`src/rtl/exec_ctrl_pkg.sv`:
```
// Shared definitions for the Y86-64 execute-stage controller: instruction codes,
// ALU opcodes, condition functions and the controller FSM states.
package exec_ctrl_pkg;

  localparam logic [3:0] I_HALT   = 4'h0;
  localparam logic [3:0] I_NOP    = 4'h1;
  localparam logic [3:0] I_RRMOVQ = 4'h2;
  localparam logic [3:0] I_IRMOVQ = 4'h3;
  localparam logic [3:0] I_RMMOVQ = 4'h4;
  localparam logic [3:0] I_MRMOVQ = 4'h5;
  localparam logic [3:0] I_OPQ    = 4'h6;
  localparam logic [3:0] I_JXX    = 4'h7;
  localparam logic [3:0] I_CALL   = 4'h8;
  localparam logic [3:0] I_RET    = 4'h9;
  localparam logic [3:0] I_PUSHQ  = 4'hA;
  localparam logic [3:0] I_POPQ   = 4'hB;
  localparam logic [3:0] I_IADDQ  = 4'hC;

  localparam logic [1:0] ALU_ADD = 2'b00;
  localparam logic [1:0] ALU_SUB = 2'b01;
  localparam logic [1:0] ALU_AND = 2'b10;
  localparam logic [1:0] ALU_XOR = 2'b11;

  localparam logic [3:0] C_ALWAYS = 4'h0;
  localparam logic [3:0] C_LE     = 4'h1;
  localparam logic [3:0] C_L      = 4'h2;
  localparam logic [3:0] C_E      = 4'h3;
  localparam logic [3:0] C_NE     = 4'h4;
  localparam logic [3:0] C_GE     = 4'h5;
  localparam logic [3:0] C_G      = 4'h6;

  typedef enum logic [1:0] {
    S_IDLE  = 2'd0,
    S_ISSUE = 2'd1,
    S_HOLD  = 2'd2
  } state_e;

  // iaddq is only a real instruction when the optional extension is built in.
  function automatic logic icode_legal(input logic [3:0] icode, input logic iaddq_en);
    return (icode <= I_POPQ) || (iaddq_en && (icode == I_IADDQ));
  endfunction

  function automatic logic icode_sets_cc(input logic [3:0] icode, input logic iaddq_en);
    return (icode == I_OPQ) || (iaddq_en && (icode == I_IADDQ));
  endfunction

endpackage

```
`src/rtl/exec_ctrl_cond.sv`:
```
// Combinational evaluation of the Y86-64 condition functions used by cmovXX/jXX;
// bad_fn flags function codes with no defined condition.
module cond_eval
  import exec_ctrl_pkg::*;
(
  input  logic [3:0] ifun,
  input  logic       zf,
  input  logic       sf,
  input  logic       of,
  output logic       cnd,
  output logic       bad_fn
);

  logic w_lt;

  assign w_lt = sf ^ of;

  // NOTE: every output gets a default before the case so no latch is inferred.
  always_comb begin
    cnd    = 1'b0;
    bad_fn = 1'b0;
    case (ifun)
      C_ALWAYS: cnd = 1'b1;
      C_LE:     cnd = w_lt | zf;
      C_L:      cnd = w_lt;
      C_E:      cnd = zf;
      C_NE:     cnd = ~zf;
      C_GE:     cnd = ~w_lt;
      C_G:      cnd = ~w_lt & ~zf;
      default:  bad_fn = 1'b1;
    endcase
  end

endmodule

```
`src/rtl/exec_ctrl.sv`:
```
// Y86-64 execute-stage controller: IDLE/ISSUE/HOLD handshake FSM driving an external ALU.
// Define EXEC_IADDQ_EN to decode icode 0xC as iaddq; otherwise 0xC is illegal.
module exec_ctrl
  import exec_ctrl_pkg::*;
#(
  parameter int W = 64
) (
  input  logic         clk,
  input  logic         rst,
  input  logic         in_valid,
  output logic         in_ready,
  input  logic [3:0]   icode,
  input  logic [3:0]   ifun,
  input  logic [W-1:0] valA,
  input  logic [W-1:0] valB,
  input  logic [W-1:0] valC,
  output logic [1:0]   alu_op,
  output logic [W-1:0] alu_a,
  output logic [W-1:0] alu_b,
  input  logic [W-1:0] alu_res,
  output logic         out_valid,
  input  logic         out_ready,
  output logic [W-1:0] valE,
  output logic         cnd,
  output logic         err,
  output logic         zf,
  output logic         sf,
  output logic         of
);

`ifdef EXEC_IADDQ_EN
  localparam logic IADDQ_EN = 1'b1;
`else
  localparam logic IADDQ_EN = 1'b0;
`endif

  localparam logic [W-1:0] STACK_STEP = W'(8);

  state_e       r_state;
  logic [3:0]   r_icode;
  logic [3:0]   r_ifun;
  logic [1:0]   r_alu_op;
  logic [W-1:0] r_alu_a;
  logic [W-1:0] r_alu_b;
  logic [W-1:0] r_valE;
  logic         r_out_valid;
  logic         r_cnd;
  logic         r_err;
  logic         r_zf;
  logic         r_sf;
  logic         r_of;

  logic [1:0]   w_op;
  logic [W-1:0] w_a;
  logic [W-1:0] w_b;
  logic         w_uses_cond;
  logic         w_cond_cnd;
  logic         w_bad_fn;
  logic         w_cnd;
  logic         w_err;
  logic         w_sets_cc;
  logic         w_sign_a;
  logic         w_sign_b;
  logic         w_sign_r;
  logic         w_of;

  // Operand selection from the decode-stage fields, consumed on the accept edge.
  always_comb begin
    w_op = ALU_ADD;
    w_a  = '0;
    w_b  = '0;
    case (icode)
      I_OPQ: begin
        w_op = ifun[1:0];
        w_a  = valB;
        w_b  = valA;
      end
      I_RRMOVQ: w_a = valA;
      I_IRMOVQ: w_b = valC;
      I_RMMOVQ, I_MRMOVQ: begin
        w_a = valB;
        w_b = valC;
      end
      I_CALL, I_PUSHQ: begin
        w_op = ALU_SUB;
        w_a  = valB;
        w_b  = STACK_STEP;
      end
      I_RET, I_POPQ: begin
        w_a = valB;
        w_b = STACK_STEP;
      end
      I_IADDQ: begin
        if (IADDQ_EN) begin
          w_a = valB;
          w_b = valC;
        end
      end
      default: ;
    endcase
  end

  // Conditions read the flags as they stand before this instruction retires.
  cond_eval u_cond_eval (
    .ifun   (r_ifun),
    .zf     (r_zf),
    .sf     (r_sf),
    .of     (r_of),
    .cnd    (w_cond_cnd),
    .bad_fn (w_bad_fn)
  );

  assign w_uses_cond = (r_icode == I_RRMOVQ) || (r_icode == I_JXX);
  assign w_cnd       = w_uses_cond & w_cond_cnd;
  assign w_err       = ~icode_legal(r_icode, IADDQ_EN) | (w_uses_cond & w_bad_fn);
  assign w_sets_cc   = icode_sets_cc(r_icode, IADDQ_EN);

  assign w_sign_a = r_alu_a[W-1];
  assign w_sign_b = r_alu_b[W-1];
  assign w_sign_r = alu_res[W-1];

  always_comb begin
    w_of = 1'b0;
    case (r_alu_op)
      ALU_ADD: w_of = (w_sign_a == w_sign_b) && (w_sign_r != w_sign_a);
      ALU_SUB: w_of = (w_sign_a != w_sign_b) && (w_sign_r != w_sign_a);
      default: w_of = 1'b0;
    endcase
  end

  // NOTE: sequential state uses non-blocking assignments so every register sees pre-edge values.
  // NOTE: every register, datapath included, is reset because all of them are architecturally visible.
  always_ff @(posedge clk) begin
    if (rst) begin
      r_state     <= S_IDLE;
      r_icode     <= I_HALT;
      r_ifun      <= 4'h0;
      r_alu_op    <= ALU_ADD;
      r_alu_a     <= '0;
      r_alu_b     <= '0;
      r_valE      <= '0;
      r_out_valid <= 1'b0;
      r_cnd       <= 1'b0;
      r_err       <= 1'b0;
      r_zf        <= 1'b1;
      r_sf        <= 1'b0;
      r_of        <= 1'b0;
    end else begin
      case (r_state)
        S_IDLE: begin
          if (in_valid) begin
            r_icode  <= icode;
            r_ifun   <= ifun;
            r_alu_op <= w_op;
            r_alu_a  <= w_a;
            r_alu_b  <= w_b;
            r_state  <= S_ISSUE;
          end
        end
        S_ISSUE: begin
          r_valE      <= alu_res;
          r_cnd       <= w_cnd;
          r_err       <= w_err;
          r_out_valid <= 1'b1;
          if (w_sets_cc) begin
            r_zf <= (alu_res == '0);
            r_sf <= w_sign_r;
            r_of <= w_of;
          end
          r_state <= S_HOLD;
        end
        S_HOLD: begin
          if (out_ready) begin
            r_out_valid <= 1'b0;
            r_state     <= S_IDLE;
          end
        end
        default: r_state <= S_IDLE;
      endcase
    end
  end

  // Gating with rst keeps a handshake from appearing to complete while reset is held.
  assign in_ready  = (r_state == S_IDLE) && !rst;
  assign alu_op    = r_alu_op;
  assign alu_a     = r_alu_a;
  assign alu_b     = r_alu_b;
  assign out_valid = r_out_valid;
  assign valE      = r_valE;
  assign cnd       = r_cnd;
  assign err       = r_err;
  assign zf        = r_zf;
  assign sf        = r_sf;
  assign of        = r_of;

endmodule

```
`config.mk`:
```
export PLATFORM = sky130hd
export DESIGN_NAME = exec_ctrl
export DESIGN_NICKNAME = d
export VERILOG_FILES = /design/src/rtl/exec_ctrl_pkg.sv /design/src/rtl/exec_ctrl_cond.sv /design/src/rtl/exec_ctrl.sv
export SDC_FILE = /design/constraint.sdc
export NUM_CORES = 1
export LEC_CHECK = 0
export CORE_AREA = 2 2 182 184
export DETAILED_ROUTE_END_ITERATION = 16
export DIE_AREA = 0 0 184 186
export SYNTH_ARGS = -nofsm -noshare
export SYNTH_HDL_FRONTEND = slang
export SYNTH_SLANG_ARGS = --single-unit
```
`constraint.sdc`:
```
create_clock -name clk -period 4.46 [get_ports clk]
set_input_delay 0.669 -clock clk [delete_from_list [all_inputs] [get_ports clk]]
set_output_delay 0.669 -clock clk [all_outputs]
set_load 0.01 [all_outputs]
```
* Yosys cells after proc, flatten, opt, wreduce, memory -nomap -nowiden *
Index checks and enable logic that the tools add are counted.

storage, ports and cells
  word-level logic and storage cells = 79
  bits of input ports = 268
  register bits = 210
  output and inout bits = 201

operators by class
  equality and inequality tests = 26
  muxes and demuxes = 11
  reduce and logical (&&, ||, !) cells = 19
  bitwise operators = 9
  $lt $le $gt $ge = 1

operator list
  operator            number
  $pmux 64 s3         1
  $pmux 64 s2         1
  $logic_not 64->1    1
  $eq 4x3->1 const B  8
  $eq 4x2->1 const B  5
  $eq 4x4->1 const B  4
  $reduce_or 7->1     2
  $reduce_and 2->1    4
  $pmux 1 s7          1
  $pmux 2 s3          1
  $eq 2x1->1 const B  2
  $eq 4x1->1 const B  1
  $le 4x4->1 const B  1
  $logic_not 2->1     2
  $logic_not 4->1     1
  $mux 2              2
  $ne 2x2->1 const B  2
  $pmux 1 s2          2
  $pmux 2 s2          1
  $reduce_or 4->1     1
  $and 1x1->1         3
  $logic_and 1x1->1   3
  $not 1->1           3
  $reduce_or 3->1     1
  10 further kinds    13

* Longest topological paths before layout *
Gate-level depths: netlist (run 1).

  depth in word-level cells = 5
  mapped depth = 6
  gate-level depth less buffers = 4

* Modules after synthesis *
Synthesis (run 1) repeated with hierarchy kept, for this count alone.

unflattened totals
  cell total of the unflattened synthesis = 986
  area, all modules = 8340.5 µm²

by module, submodules not included
  module     seq. area each (µm²)  times used  area an instance (µm²)  cells each
  exec_ctrl  4204.0                1           8250.4                  975
  cond_eval  0.0                   1           90.1                    11

* Worst setup path after synthesis (run 1) *
No wires, ideal clock.

  path type = input port to output port
  start point = input rst
  end point = output in_ready
  buffers on the path = 1
  required time = 3.791 ns
  cell stages on the path = 2
  setup slack = 2.651 ns
  data arrival time = 1.140 ns
  cells stage by stage = clkbuf_1 -> nor3_1

between the ends
  longest elaborated chain between the ends = 2

ends and longest elaborated chain
  item               RTL line          text
  from (decl)        exec_ctrl.sv:9    input logic rst,
  $logic_not 1->1    exec_ctrl.sv:184  assign in_ready = (r_state == S_IDLE) && !rst;
  $logic_and 1x1->1  exec_ctrl.sv:184
  to (decl)          exec_ctrl.sv:11   output logic in_ready,

No other way between the ends.

* Worst setup path in the final report (run 1) *
  start point = register r_state[1]
  end point = output in_ready

between the ends
  longest elaborated chain between the ends = 2

ends and longest elaborated chain
  item                    RTL line          text
  from (decl)             exec_ctrl.sv:39   state_e r_state;
  from (signal assigned)  exec_ctrl.sv:135  r_state <= S_IDLE;
  from (signal assigned)  exec_ctrl.sv:157  r_state <= S_ISSUE;
  from (signal assigned)  exec_ctrl.sv:170  r_state <= S_HOLD;
  $logic_not 2->1         exec_ctrl.sv:184
  $logic_and 1x1->1       exec_ctrl.sv:184

No other way between the ends.

==> reports/qor.yml, run 1 <==
status: "finished, final reports clean"
drt_wl_total_um: 36800
holdPathStages: 2
async_flop_share_pct: 0
core-area_mm2: 0.0322
synth-seq-area-share_pct: 50.6
required_ns: 3.79
power_uw: 5210
grt_pass1_vias: 9074
leakagePower_uw: 0.00499
syn_area_mm2: 0.00831
irDropWorstVdd_uv: 227
h-tree-depth: 1
maxCapViolations: 0
dp_hpwl_um: 26000
reg2reg_to: "alu_b[14]"
drc: 0
regArea_mm2: 0.00420
relSlewSlack_pct: 36.7
area_growth_pct: 69.2
boundaryPins: 469
netSwitchingPower_uw: 1390
synthDominantCellAreaShare_pct: 50.6
drtIter0Drc: 456
cts_resized: 0
crit_arrival_ns: 1.78
drtPass1Iterations: 5
holdPathEnd: "valE[59]"
clock_latency_ns: 0.53
synthCells: 985
grt_max_degree: 101
tightest_slew_ns: 0.949
multiInputGateArea_mm2: 0.00371
fin_hold_ws_ns: 0.452
portBuffers: 468
cts.clk_slew.worst_paths_ns: 0.06
synthFlopType: "dfxtp_1"
setup_viol: 0
fillCellCount: 3203
synth_edf_count: 0
p_clk_share_pct: 39.5
period_needed_ns: 2.45
swShare_pct: 26.7
p_int_uw: 3820
syn_nets: 1253
layout_commonest_cell: "clkdlybuf4s50_1"
tritoncts: "yes"
ys_types: 39
r2r_slack_ns: 2.29
final_hold_viol_count: 0
max_clock_freq_mhz: 408
synth_warnings: 0
rr_worst_depth: 4
grt_pass1_wl_um: 54200
fin_nets: 1667
post-cts-setup-buffer-count: 0
fp.dieW_um: 184
crit_type: "flop to primary output"
detail-route-antenna-nets: 0
clockRootBuffer: "clkbuf_16"
rsz0062_at_grt: "false"
clkSinkCount: 210
cts_hold_buf: 0
overflow: 0
cts.path.max_buffers: 3
vias_per_cell: 5.10
crit_path_end_kind: "primary output"
power.density_mw_per_mm2: 371
setup_tns_ns: 0
finClkSkew_ns: 0.0155
yosys-top-cells-area: "dfxtp_1 (51%), a221oi_1 (13%), nor3_1 (7.9%), nand2_1 (6.7%), nor2_1 (6.1%)"
design.die.area_mm2: 0.0342
detailroute.via_count: 9313
startpoint_type: "flop"
drv_slew: 0
rows: 66
antenna_found_initial: 2
hold_path.class: "flop to flop"
wl_per_cell_um: 20.2
die_h_um: 186
fin_crit_sh_pct: 54.9
track_usage_pct: 20.4
initial_core_util_pct: 25.8
seq_power_share_pct: 40.1
yosys.area.top_type: "dfxtp_1"
drive_gt1_share_pct: 4.52
min-delay-start: "valE[59]"
mostFrequentLayoutCells: "clkdlybuf4s50_1 (467), dfxtp_1 (210), nand2_1 (149), nor2_1 (134), nor3_1 (131)"
ys_ff_latch: 210
comb_power_share_pct: 20.4
path_max_fanout: 7
r2r-start: "r_state[1]"
place_congestion: 0.819
cts_buffers: 25
avgSynthCellArea_um2: 8.43
[stage by stage]
| stage | utilization (%) | setup slack, ns | std cells | area, um^2 |
|---|---|---|---|---|
| after floorplan | - | 2.65 | 985 | 8310 |
| after global placement | 41.1 | 1.57 | 1780 | 13200 |
| after detailed placement | 41.1 | 1.52 | 1780 | 13200 |
| after CTS | 43.6 | 1.98 | 1825 | 14000 |
| after global routing | 43.6 | 1.91 | 1827 | 14100 |
| final | 43.6 | 2.01 | 1827 | 14100 |
[power groups by stage]
stage	clock network [uW]	logic (uW)	registers, uW
after floorplan	0	365	2180
after CTS	2130	1070	2090
after global placement	0	1070	2130
after detailed placement	0	1070	2130
final	2060	1060	2090
after global routing	2190	1150	2110
[layout make-up]
| type | count | area share (%) |
|---|---|---|
| antenna | 2 | 0.0356 |
| sequential | 210 | 29.9 |
| multi-input combinational | 680 | 26.4 |
| clock inverter | 12 | 0.988 |
| tap | 408 | 3.63 |
| clock buffer | 33 | 4.81 |
| inverter | 1 | 0.0267 |
| timing repair buffer | 481 | 34.2 |
[cells in the mapped netlist, types with 2 or more instances]
library cell,instances
nand4_1,4
nor2b_1,4
nand2_1,149
dfxtp_1,210
a221oi_1,128
mux2i_1,3
nand3b_1,3
nand2b_1,4
buf_2,55
xor2_1,2
nor2_1,134
nor4_1,16
and2_1,2
a211oi_1,2
clkbuf_1,37
nor3_1,131
a21oi_1,77
o21ai_0,3
[state kept, by name, indices dropped and copies added (netlist names)]
signal	cells
alu_b	64
r_ifun	4
alu_a	64
r_icode	4
of	1
cnd	1
alu_op	2
valE	64
sf	1
out_valid	1
r_state	2
err	1
zf	1
[critical path: stages (launching register included)]
cell	delay, ns
dfxtp_1	0.39
nor3_1	0.25
clkdlybuf4s50_1	0.62
[how the worst max path moves through the flow]
| stage | start | end | slack (ns) | cells after the start |
|---|---|---|---|---|
| global placement | icode[3] | alu_a[60] | 1.57 | 6 |
| floorplan | rst | in_ready | 2.65 | 2 |
| detailed placement | icode[3] | alu_a[60] | 1.52 | 6 |
| CTS | r_state[1] | in_ready | 1.98 | 2 |
| global route | r_state[1] | in_ready | 1.91 | 2 |
| finish | r_state[1] | in_ready | 2.01 | 2 |
[per-layer routing]
metal  GRT usage, %  share of wire [%]  up-vias
li1               -                  -     4410
met1           23.8                 39     4409
met2           35.3                 48      432
met3           6.16                9.4       62
met4           7.46                3.1        0
met5              0                  0        -
[logic make-up (layout without fill, tap and decap cells)]
kind of cell | Yosys count | in the layout | share of synthesized area (%)
flops | 210 | 210 | 50.6
other cells | 0 | 2 | 0
xor+xnor | 3 | 3 | 0.316
simple gates | 457 | 457 | 24.3
mux | 4 | 4 | 0.497
compound gates | 216 | 216 | 19.2
buf+inv | 95 | 527 | 5.14
(Power assumes the default switching activity.)
==> inputs of run 2 (changes only) <==
Settings changed: CORE_AREA 2 2 182 184 to 2 2 183 185, DIE_AREA 0 0 184 186 to 0 0 185 187.
Clock period 4.46 ns to 2.45 ns, I/O delays scaled along.
==> run 2 against run 1 <==
Compared with the run above:
- combinational power increased by 89%
- final area increased by 2.1%
- sequential share of layout area decreased by 0.62 points
- register-to-register slack got worse by 1.7 ns
- worst setup slack got worse by 1.7 ns
- clock skew decreased by 0.0077 ns
- worst hold slack got worse by 0.31 ns
==> reports/qor.yml, run 2 (synthesis results as in run 1) <==
clock_latency_ns: 0.52
crit_chain: "nor3_1, clkdlybuf4s50_1"
cpPeakStageDelay_ns: 0.61
detail-route-antenna-nets: 0
setup_viol: 0
period_needed_ns: 2.18
reg2reg_to: "alu_a[14]"
drive_gt1_share_pct: 5.52
hold_path.class: "primary input to flop"
drc: 0
fp.dieW_um: 185
clkSinkCount: 210
drt_wl_total_um: 36800
max_clock_freq_mhz: 458
required_ns: 2.08
post-cts-setup-buffer-count: 0
fin_nets: 1682
place_congestion: 0.882
r2r_slack_ns: 0.58
setup.worst_path.start: "r_state[1]"
critPathSlowestCell: "clkdlybuf4s50_1"
maxCapViolations: 0
startpoint_type: "flop"
drtIter0Drc: 487
core-area_mm2: 0.0329
antenna_found_initial: 3
grt_pass1_vias: 9039
power.density_mw_per_mm2: 659
final_hold_viol_count: 0
rsz0062_at_grt: "false"
fin_ws_ns: 0.265
portBuffers: 468
crit_end: "in_ready"
drtPass1Iterations: 5
rows: 67
area_growth_pct: 72.7
tritoncts: "yes"
crit_path_end_kind: "primary output"
die_h_um: 187
cts_resized: 0
dp_hpwl_um: 26500
overflow: 0
setup_tns_ns: 0
h-tree-depth: 1
irDropWorstVdd_uv: 409
cts_buffers: 25
track_usage_pct: 20.3
cts.path.max_buffers: 3
path_max_fanout: 7
tightest_slew_ns: 0.996
cts_hold_buf: 0
rr_worst_depth: 4
dp_slack_ns: 0.192
crit_type: "flop to primary output"
detailroute.via_count: 9252
mostFrequentLayoutCells: "clkdlybuf4s50_1 (467), dfxtp_1 (210), nand2_1 (149), nor2_1 (134), nor3_1 (131)"
drv_slew: 0
fin_crit_sh_pct: 89.2
wl_per_cell_um: 19.6
clockRootBuffer: "clkbuf_16"
layout_commonest_cell: "clkdlybuf4s50_1"
design.die.area_mm2: 0.0346
cts.clk_slew.worst_paths_ns: 0.06
status: "finished, final reports clean"
r2r-start: "r_state[1]"
grt_pass1_wl_um: 54600
grt_max_degree: 88
boundaryPins: 469
leakagePower_uw: 0.00508
initial_core_util_pct: 25.3
crit_arrival_ns: 1.82
vias_per_cell: 4.92
relSlewSlack_pct: 33.6
finClkSkew_ns: 0.00778
run 2: how the worst min path moves through the flow:
stage	from	end	slack, ns	cells after the start
4_1_cts	rst	of	0.11	2
5_1_grt	rst	sf	0.12	2
3_3_place_gp	valE[63]	valE[63]	0.44	2
3_5_place_dp	valE[30]	valE[30]	0.45	2
2_1_floorplan	r_icode[1]	r_icode[1]	0.43	2
6_report	rst	of	0.14	2
run 2: stage by stage:
step / cell area [um^2] / instances / utilization (%) / power (uW) / hold slack [ns]
6_report: 14400 / 1881 / 43.7 / 9460 / 0.142
4_1_cts: 14300 / 1879 / 43.7 / 9580 / 0.110
5_1_grt: 14400 / 1881 / 43.7 / 9900 / 0.118
3_3_place_gp: 13500 / 1835 / 41.2 / 5870 / 0.442
2_1_floorplan: 8310 / 985 / - / 4630 / 0.432
3_5_place_dp: 13500 / 1835 / 41.2 / 5880 / 0.446
run 2: power breakdown:
| group | leakage (uW) | internal [uW] | switching [uW] |
|---|---|---|---|
| Sequential | 0.00173 | 3660 | 141 |
| Combinational | 0.00298 | 1090 | 907 |
| Clock | 0.000381 | 2130 | 1520 |
| Total | 0.00508 | 6890 | 2570 |
run 2: worst max-delay path: cells and delay by family, from the launching register on:
family,cells,cell delay [ns]
flip-flops,1,0.40
AND/OR/NAND/NOR,1,0.29
buffers and inverters,1,0.61
run 2: cell type report:
| class | count | area, um^2 |
|---|---|---|
| inverter | 1 | 3.75 |
| antenna | 2 | 5.00 |
| timing repair buffer | 496 | 5070 |
| sequential | 210 | 4200 |
| tap | 448 | 561 |
| fill | 3334 | 18500 |
| clock buffer | 35 | 713 |
| clock inverter | 9 | 83.8 |
| multi-input combinational | 680 | 3710 |
run 2: routing by layer:
metal,wire length [um],global-route usage (%)
met1,14800,24.3
met2,17400,33.8
met3,3500,6.64
met4,1180,7.08
met5,20,0
